$ cat config.mk
export PLATFORM = sky130hd
export DESIGN_NAME = mod47_residue_accum_flat
export DESIGN_NICKNAME = d
export VERILOG_FILES = /design/src/rtl/mod47_pkg.sv /design/src/rtl/mod47_residue_accum_if.sv /design/src/rtl/mod47_add.sv /design/src/rtl/mod47_residue_accum.sv /design/src/flat_wrapper.sv
export SDC_FILE = /design/constraint.sdc
export NUM_CORES = 1
export LEC_CHECK = 0
export ABC_AREA = 1
export CORE_MARGIN = 2
export CORE_UTILIZATION = 55
export DETAILED_ROUTE_END_ITERATION = 16
export DONT_BUFFER_PORTS = 1
export PLACE_DENSITY = 0.7
export SKIP_CTS_REPAIR_TIMING = 1
export SLEW_MARGIN = 20
export SYNTH_ARGS = -nofsm -noshare
export SYNTH_HDL_FRONTEND = slang
export SYNTH_SLANG_ARGS = --single-unit
export TNS_END_PERCENT = 30
$ cat constraint.sdc
create_clock -name clk -period 2.73 [get_ports clk]
set_input_delay 0.546 -clock clk [delete_from_list [all_inputs] [get_ports clk]]
set_output_delay 0.546 -clock clk [all_outputs]
set_load 0.005 [all_outputs]
$ cat src/rtl/mod47_pkg.sv
`default_nettype none
// ============================================================================
// Module      : mod47_pkg
// Description : Shared constants and FSM state type for the mod-47 residue
//               accumulator slice.
// Revision    : 1.0 - initial release
// ============================================================================
package mod47_pkg;

  localparam int MOD_P = 47;
  localparam int RES_W = 6;

  // ACC: collecting partial residues; OUT: presenting the frame result.
  typedef enum logic [0:0] {
    ST_ACC = 1'b0,
    ST_OUT = 1'b1
  } state_t;

endpackage : mod47_pkg
`default_nettype wire

$ cat src/rtl/mod47_residue_accum_if.sv
`default_nettype none
// ============================================================================
// Module      : mod47_residue_accum_if
// Description : Input-beat and output-result handshake bundle of the mod-47
//               residue accumulator. The master side feeds partial residues
//               and consumes results; the slave side is the accumulator.
// Revision    : 1.0 - initial release
// ============================================================================
interface mod47_residue_accum_if;
  import mod47_pkg::*;

  logic             in_valid;
  logic             in_ready;
  logic [RES_W-1:0] in_data;
  logic             out_valid;
  logic             out_ready;
  logic [RES_W-1:0] out_data;

  modport master (
    output in_valid, in_data, out_ready,
    input  in_ready, out_valid, out_data
  );

  modport slave (
    input  in_valid, in_data, out_ready,
    output in_ready, out_valid, out_data
  );

endinterface : mod47_residue_accum_if
`default_nettype wire

$ cat src/rtl/mod47_add.sv
`default_nettype none
// ============================================================================
// Module      : mod47_add
// Description : Combinational modular adder, sum = (a + b) mod 47, for
//               operands already in 0..46. A 7-bit sum (max 92) needs at
//               most one subtraction of 47.
// Revision    : 1.0 - initial release
// ============================================================================
module mod47_add
  import mod47_pkg::*;
(
  input  logic [RES_W-1:0] a,
  input  logic [RES_W-1:0] b,
  output logic [RES_W-1:0] sum
);

  logic [RES_W:0]   w_raw;
  logic [RES_W-1:0] w_sub;

  assign w_raw = {1'b0, a} + {1'b0, b};
  // The reduced value always fits in 6 bits, so the subtraction can be done
  // modulo 64 on the low bits without losing anything.
  assign w_sub = w_raw[RES_W-1:0] - RES_W'(MOD_P);

  // Conditional subtraction selects the reduced value once the sum reaches 47.
  always_comb begin
    sum = w_raw[RES_W-1:0];
    if (w_raw >= (RES_W+1)'(MOD_P)) begin
      sum = w_sub;
    end
  end

endmodule : mod47_add
`default_nettype wire

$ cat src/rtl/mod47_residue_accum.sv
`default_nettype none
// ============================================================================
// Module      : mod47_residue_accum
// Description : Sums NUM_CHUNKS 6-bit partial residues per frame modulo 47
//               and presents the frame residue on a valid/ready output.
//               Optional build macro MOD47_ACC_RANGE_CHECK_EN adds a sticky
//               err output and pre-reduces inputs of 47..63.
// Revision    : 1.0 - initial release
// ============================================================================
module mod47_residue_accum
  import mod47_pkg::*;
#(
  parameter int NUM_CHUNKS = 8
)(
  input  logic                  clk,
  input  logic                  rst_n,
  mod47_residue_accum_if.slave  bus
`ifdef MOD47_ACC_RANGE_CHECK_EN
  ,
  output logic                  err
`endif
);

  localparam int                CNT_W       = $clog2(NUM_CHUNKS);
  localparam logic [CNT_W-1:0]  c_last_beat = CNT_W'(NUM_CHUNKS - 1);

  state_t           r_state;
  state_t           w_state_next;
  logic [RES_W-1:0] r_acc;
  logic [RES_W-1:0] r_out_data;
  logic [CNT_W-1:0] r_count;
  logic [RES_W-1:0] w_in_term;
  logic [RES_W-1:0] w_acc_next;
  logic             w_in_fire;
  logic             w_last_beat;

  // Handshakes decoded from state directly so the outputs never feed back.
  assign w_in_fire   = bus.in_valid && (r_state == ST_ACC);
  assign w_last_beat = (r_count == c_last_beat);

`ifdef MOD47_ACC_RANGE_CHECK_EN
  logic r_err;
  logic w_in_oor;

  assign w_in_oor  = (bus.in_data >= RES_W'(MOD_P));
  assign w_in_term = w_in_oor ? (bus.in_data - RES_W'(MOD_P)) : bus.in_data;
  assign err       = r_err;

  // Sticky flag: any accepted out-of-range beat latches it until reset.
  always_ff @(posedge clk or negedge rst_n) begin
    if (!rst_n) begin
      r_err <= 1'b0;
    end else if (w_in_fire && w_in_oor) begin
      r_err <= 1'b1;
    end
  end
`else
  assign w_in_term = bus.in_data;
`endif

  mod47_add u_add (
    .a   (r_acc),
    .b   (w_in_term),
    .sum (w_acc_next)
  );

  // State register.
  always_ff @(posedge clk or negedge rst_n) begin
    if (!rst_n) begin
      r_state <= ST_ACC;
    end else begin
      r_state <= w_state_next;
    end
  end

  // Next-state and handshake outputs; out_ready only matters in OUT.
  always_comb begin
    w_state_next  = r_state;
    bus.in_ready  = 1'b0;
    bus.out_valid = 1'b0;
    case (r_state)
      ST_ACC: begin
        bus.in_ready = 1'b1;
        if (w_in_fire && w_last_beat) begin
          w_state_next = ST_OUT;
        end
      end
      ST_OUT: begin
        bus.out_valid = 1'b1;
        if (bus.out_ready) begin
          w_state_next = ST_ACC;
        end
      end
      default: begin
        w_state_next = ST_ACC;
      end
    endcase
  end

  // Accumulator, beat counter and result register; the last beat of a frame
  // captures the result and clears acc so the next frame starts from zero.
  always_ff @(posedge clk or negedge rst_n) begin
    if (!rst_n) begin
      r_acc      <= '0;
      r_count    <= '0;
      r_out_data <= '0;
    end else if (w_in_fire) begin
      if (w_last_beat) begin
        r_out_data <= w_acc_next;
        r_acc      <= '0;
        r_count    <= '0;
      end else begin
        r_acc      <= w_acc_next;
        r_count    <= r_count + CNT_W'(1);
      end
    end
  end

  assign bus.out_data = r_out_data;

endmodule : mod47_residue_accum
`default_nettype wire

$ cat src/flat_wrapper.sv
// flat-port wrapper written by rule: the top's interface ports become plain ports
module mod47_residue_accum_flat import mod47_pkg::*;
#(
  parameter int NUM_CHUNKS = 8
)
  (clk, rst_n, bus_in_valid, bus_in_data, bus_out_ready, bus_in_ready, bus_out_valid, bus_out_data);
  mod47_residue_accum_if bus_i ();
  input  logic clk;
  input  logic rst_n;
  input wire logic [$bits(bus_i.in_valid)-1:0] bus_in_valid;
  input wire logic [$bits(bus_i.in_data)-1:0] bus_in_data;
  input wire logic [$bits(bus_i.out_ready)-1:0] bus_out_ready;
  output wire logic [$bits(bus_i.in_ready)-1:0] bus_in_ready;
  output wire logic [$bits(bus_i.out_valid)-1:0] bus_out_valid;
  output wire logic [$bits(bus_i.out_data)-1:0] bus_out_data;
  assign bus_i.in_valid = bus_in_valid;
  assign bus_i.in_data = bus_in_data;
  assign bus_i.out_ready = bus_out_ready;
  assign bus_in_ready = bus_i.in_ready;
  assign bus_out_valid = bus_i.out_valid;
  assign bus_out_data = bus_i.out_data;
  mod47_residue_accum #(.NUM_CHUNKS(NUM_CHUNKS)) u_core (.clk(clk), .rst_n(rst_n), .bus(bus_i));
endmodule
==> results of run 1 <==
## layout by cell type, fill, tap and decap left out
master,count
o21a_1,1
xnor2_1,1
a21oi_4,1
o21ai_0,2
clkbuf_8,1
nand2_2,7
inv_2,1
clkinv_1,1
clkbuf_4,3
nor2_1,2
nor2_2,2
dfrtp_1,16
nand2_4,4
nand2_1,61
nand3_2,5
nand3_1,11
nand3b_1,4
nand4_1,2
xor2_1,1
a21oi_2,1
a21oi_1,1
fa_1,1
dlygate4sd3_1,1
ha_1,9
inv_1,17
## layout make-up
class | count | area share
multi-input combinational | 116 | 0.553
sequential | 16 | 0.324
inverter | 19 | 0.0578
clock buffer | 4 | 0.0294
tap | 27 | 0.0274
timing repair buffer | 1 | 0.00811
## synthesized netlist by cell type
master,n,area [um2]
nand2_1,61,229
inv_1,17,63.8
dfrtp_1,16,400
nand3_1,11,55.1
ha_1,9,113
nand2_2,7,43.8
nand3_2,5,50.1
nand2_4,4,45.0
nand3b_1,4,30.0
nand4_1,2,12.5
nor2_1,2,7.51
nor2_2,2,12.5
o21ai_0,2,10.0
a21oi_1,1,5.00
a21oi_2,1,8.76
a21oi_4,1,16.3
clkinv_1,1,3.75
fa_1,1,20.0
inv_2,1,3.75
o21a_1,1,7.51
xnor2_1,1,8.76
xor2_1,1,8.76
## metrics by stage
stage	utilization	total power, mW	cell area [um2]	hold slack [ps]
after floorplan	-	1.32	1150	250
after global placement	0.606	1.50	1190	251
after detailed placement	0.606	1.53	1190	251
after CTS	0.624	1.69	1220	-67.7
after global routing	0.629	1.89	1230	329
final	0.629	1.70	1230	332
## state kept, by name, summed over array words and instances (netlist names)
| signal | flops |
|---|---|
| u_core.r_acc | 6 |
| u_core.bus.out_data | 6 |
| u_core.r_state | 1 |
| u_core.r_count | 3 |
## worst reg2reg max path, cell delays in order (launching register included)
cell	delay (ps)
dfrtp_1	410
ha_1	240
fa_1	540
ha_1	190
inv_1	60
nor2_2	120
nand3_2	110
nand3_2	100
nand2_4	70
nand2_4	90
nand2_2	50
nand2_2	80
nand2_1	60
nand2_1	70
## how the worst min path moves through the flow
stage	from	endpoint	depth (start not counted)
finish	bus_out_ready	u_core.r_state	1
global route	bus_out_ready	u_core.r_state	1
CTS	rst_n	u_core.r_acc[3]	0
detailed placement	rst_n	u_core.r_count[2]	0
global placement	rst_n	u_core.r_count[2]	0
floorplan	rst_n	u_core.bus.out_data[0]	0
## power breakdown
group	total [mW]	switching, mW	internal, mW
clock	0.159	0.0773	0.0815
combinational	1.12	0.706	0.409
sequential	0.424	0.0788	0.345
total	1.70	0.862	0.836
## routing by layer
metal,GRT usage,share of wire,up-vias
met5,0,0,-
met4,0.0972,0.023,0
met3,0.0333,0.050,7
met2,0.364,0.48,23
met1,0.250,0.45,438
li1,-,-,488
## cells by family (layout without fill, tap and decap cells)
kind of cell | count (synthesis) | count (layout) | synth area share
and+or+nand+nor | 98 | 98 | 0.420
AOI/OAI and AO/OA | 6 | 6 | 0.0412
adders and majority gates | 10 | 10 | 0.115
buffers and inverters | 19 | 24 | 0.0617
xor gates and xnor gates | 2 | 2 | 0.0152
DFF | 16 | 16 | 0.347
==> run_results.csv, run 1 <==
group,metric,value,unit
drt,routed_wl,2240,um
setup_path,crit_family,"adder cells",
floorplan,fp.dieH,49.8,um
global_routing,grt_usage,0.209,
setup_path,crit_chain,"ha_1 -> fa_1 -> ha_1 -> inv_1 -> nor2_2 -> nand3_2 -> nand3_2 -> nand2_4 -> nand2_4 -> nand2_2 -> nand2_2 -> nand2_1 -> nand2_1",
sta,clock_skew,4.99,ps
synth,yosysWarnings,0,
setup_path,critPathLaunch,"u_core.r_acc[0]",
floorplan,die_area,2480,um2
sta,finalCritPeriodShare,0.818,
sta,tightest_slew,702,ps
drt,drc,0,
setup_path,setup.worst_path.end_class,"register",
finish,drive_gt1_frac,0.160,
sta,final-setup-viol-count,0,
pwr,power.density,1380,nW/um2
floorplan,core_area,1960,um2
setup_path,arrival,2470,ps
setup_path,worstReg2RegEnd,"u_core.r_acc[4]",
floorplan,die_w,49.8,um
finish,multiInputGateArea,683,um2
finish,nets,177,
setup_path,cp_slowest_cell,"fa_1",
clocking,cts.sinks,16,
floorplan,ios,18,
sta,fmax,0.448,GHz
drt,postRouteAntennaNets,0,
setup_path,r2r_slack,500,ps
synth,synth-seq-area-share,0.347,
synth,synth_nets,171,
clocking,cts_made_buffers,3,
setup_path,reg2reg_from,"u_core.r_acc[0]",
floorplan,num_rows,16,
drt,dr.pass1.iters,4,
hold_path,holdCritPathClass,"input pin to register",
global_routing,antenna_found_initial,0,
setup_path,r2r_cells,13,
finish,syn2layout_area_growth,6.93,%
sta,tns,0,ps
floorplan,start_util,0.589,
drt,drt_iter0_drc,26,
setup_path,cp-start-kind,"register",
drt,vias,956,
sta,setup_ws,497,ps
global_routing,grt_pass1_wl,3950,um
sta,rsz0062_at_grt,"no",
placement,numPortBuffers,0,
clocking,cts-root-buf,"clkbuf_4",
clocking,cts_tree,"yes",
setup_path,endpoint,"u_core.r_acc[4]",
synth,synth_area,1150,um2
placement,dp_hpwl,1790,um
finish,seq_area,400,um2
setup_path,crit_path_max_fanout,6,
synth,syn_inst,151,
clocking,clock_latency,300,ps
pwr,ir_drop,681,uV
setup_path,worstPathRequired,2970,ps
synth,synth_seq_cells,16,
global_routing,overflow,0,
setup_path,cpPeakStageDelay,540,ps
clocking,cts_buffer_depth,2,
flow_run,max_cap_violations,0,
pwr,leakage,0.696,nW
clocking,clkSlewWorstSetupHoldPaths,90,ps
synth,ys_types,22,
placement,gp_congestion,0.811,
placement,place_inst,178,
finish,fillCellCount,188,
finish,final_cells,183,
sta,maxSlewViolCount,0,
synth,syn_avg_cell_area,7.65,um2
clocking,htreeDepth,1,
sta,slew_headroom,0.530,
sta,period_minus_slack,2230,ps
outcome,status,"finished, final reports clean",
global_routing,grt_pass1_vias,963,
setup_path,crit_cells,13,
finish,antennaDiodeCount,0,
global_routing,grt_max_degree,17,
drt,wl_per_cell,12.2,um
setup_path,cp_num_buf_inv,1,
placement,preCtsSetupSlack,354,ps
setup_path,path_class,"register to register",
drt,viasPerCell,5.22,
sta,hold_viol_final,0,
Note: power is estimated with default switching activity, not from simulation.
==> run 2, diff against run 1 <==
PLACE_DENSITY = 0.73   (was 0.7)
clock period = 1.9 ns   (was 2.73 ns; I/O delays follow)
==> run 2 against run 1 <==
Net effect:
- the flow now finishes with violations (negative setup slack)
- fmax up 4.5%
- register-to-register slack worse by 730 ps
- clock power up 10%
- first-iteration DRC count down 42%
- sequential cell count unchanged
- critical endpoint is now u_core.r_acc[2]
- largest cell class unchanged
- combinational power up 88%
- total power up 70%
- sequential share of layout area down 3.6 points
- final cell count up 4.4%
- critical path depth unchanged
- hold slack worse by 150 ps
==> run_results.csv, run 2 (synthesis results as in run 1) <==
group,metric,value,unit
outcome,violations,"negative setup slack",
floorplan,ios,18,
global_routing,overflow,0,
setup_path,setup.worst_path.end_class,"register",
setup_path,r2r_cells,13,
sta,hold_viol_final,0,
drt,drc,0,
clocking,clkSlewWorstSetupHoldPaths,80,ps
hold_path,holdCritPathClass,"input pin to register",
sta,tightest_slew,681,ps
clocking,htreeDepth,1,
setup_path,worstReg2RegEnd,"u_core.r_acc[2]",
clocking,cts-root-buf,"clkbuf_4",
pwr,ir_drop,1080,uV
drt,routed_wl,2400,um
floorplan,core_area,1960,um2
sta,maxSlewViolCount,0,
sta,setup_ws,-237,ps
finish,drive_gt1_frac,0.311,
pwr,finalPower,2.88,mW
finish,final_common_cell,"nand2_1",
setup_path,arrival,2370,ps
drt,dr.pass1.iters,4,
setup_path,path_class,"register to register",
drt,drt_iter0_drc,15,
placement,gp_congestion,0.895,
global_routing,grt_max_degree,17,
global_routing,antenna_found_initial,0,
drt,postRouteAntennaNets,0,
pwr,clkPwrFrac,0.061,
flow_run,max_cap_violations,0,
pwr,internal_power,1.43,mW
clocking,cts_made_buffers,3,
floorplan,fp.dieH,49.8,um
setup_path,cp-start-kind,"register",
floorplan,start_util,0.589,
pwr,power_frac_seq,0.212,
pwr,power.density,2070,nW/um2
hold_path,hp-start,"bus_out_ready",
sta,slew_headroom,0.545,
clocking,cts.sinks,16,
sta,finalCritPeriodShare,1.12,
pwr,p_comb_frac,0.728,
setup_path,r2r_slack,-240,ps
pwr,leakage,0.751,nW
floorplan,num_rows,16,
sta,final-setup-viol-count,12,
clocking,clock_latency,290,ps
hold_path,min_path_cells,1,
placement,place_inst,186,
finish,most-common-layout-cells,"nand2_1, inv_1, dfrtp_1",
global_routing,grt_pass1_wl,3800,um
placement,dp_hpwl,1760,um
sta,rsz0062_at_grt,"yes",
drt,wl_per_cell,12.6,um
hold_path,min_to,"u_core.r_state",
placement,numPortBuffers,0,
setup_path,worstPathRequired,2130,ps
global_routing,grt_pass1_vias,919,
finish,nets,186,
pwr,p_sw,1.46,mW
sta,clock_skew,1.27,ps
sta,period_minus_slack,2140,ps
floorplan,die_w,49.8,um
setup_path,reg2reg_from,"u_core.r_acc[0]",
drt,vias,998,
setup_path,crit_path_max_fanout,6,
clocking,cts_tree,"yes",
sta,fmax,0.468,GHz
finish,final_cells,191,
finish,syn2layout_area_growth,20.4,%
pwr,p_sw_frac,0.505,
floorplan,die_area,2480,um2
clocking,cts_buffer_depth,2,
outcome,status,"finished with violations",
drt,viasPerCell,5.23,
finish,antennaDiodeCount,0,
global_routing,grt_usage,0.197,
[run 2: cell types whose count changed in the layout (fill, tap and decap cells not counted), sizes merged]
cell / before / now
buf: 0 / 9
clkbuf: 4 / 3
[run 2: layout make-up]
class	instances	area (um2)
timing repair buffer	10	77.6
tap	27	33.8
fill	166	572
multi-input combinational	116	785
sequential	16	400
inverter	19	71.3
clock buffer	3	22.5
[run 2: worst max-delay path, cell delays in order, from the launching register on]
cell and delay, ps:
dfrtp_1 420, ha_4 170, fa_2 580, ha_4 150, inv_2 30, nor2_2 100, nand3_2 100, nand3_2 100
nand2_4 90, nand2_8 100, nand2_2 60, nand2_2 60, nand2_1 50, nand2_1 70
[run 2: power by group through the flow]
stage	logic, mW	clock network, mW	registers [mW]
floorplan	1.37	0	0.588
global placement	1.70	0	0.610
detailed placement	1.74	0	0.616
CTS	1.76	0.172	0.613
global route	2.33	0.188	0.634
finish	2.10	0.175	0.611
[run 2: worst max path at each step]
stage	from	end	slack, ps	cells past startpoint
final	u_core.r_acc[0]	u_core.r_acc[2]	-240	13
after detailed placement	u_core.r_acc[0]	u_core.r_acc[2]	-250	13
after global routing	u_core.r_acc[0]	u_core.r_acc[2]	-350	13
after CTS	u_core.r_acc[0]	u_core.r_acc[3]	-280	13
after global placement	u_core.r_acc[0]	u_core.bus.out_data[0]	-180	12
after floorplan	u_core.r_acc[0]	u_core.r_acc[0]	-130	12
[run 2: layer usage]
layer  global-route usage  share of wire
met1                0.251           0.44
met2                0.338           0.51
met3               0.0273          0.038
met4               0.0694          0.014
met5                    0              0
[run 2: metrics by stage]
stage | instance area (um2) | setup WS [ps] | utilization | hold slack (ps) | TNS [ps]
2_1_floorplan | 1170 | -127 | - | 84.4 | -1330
3_3_place_gp | 1270 | -182 | 0.647 | 84.7 | -2070
3_5_place_dp | 1270 | -250 | 0.647 | 84.7 | -2790
4_1_cts | 1290 | -284 | 0.658 | -218 | -3160
5_1_grt | 1390 | -346 | 0.709 | 175 | -3780
6_report | 1390 | -237 | 0.709 | 181 | -2490
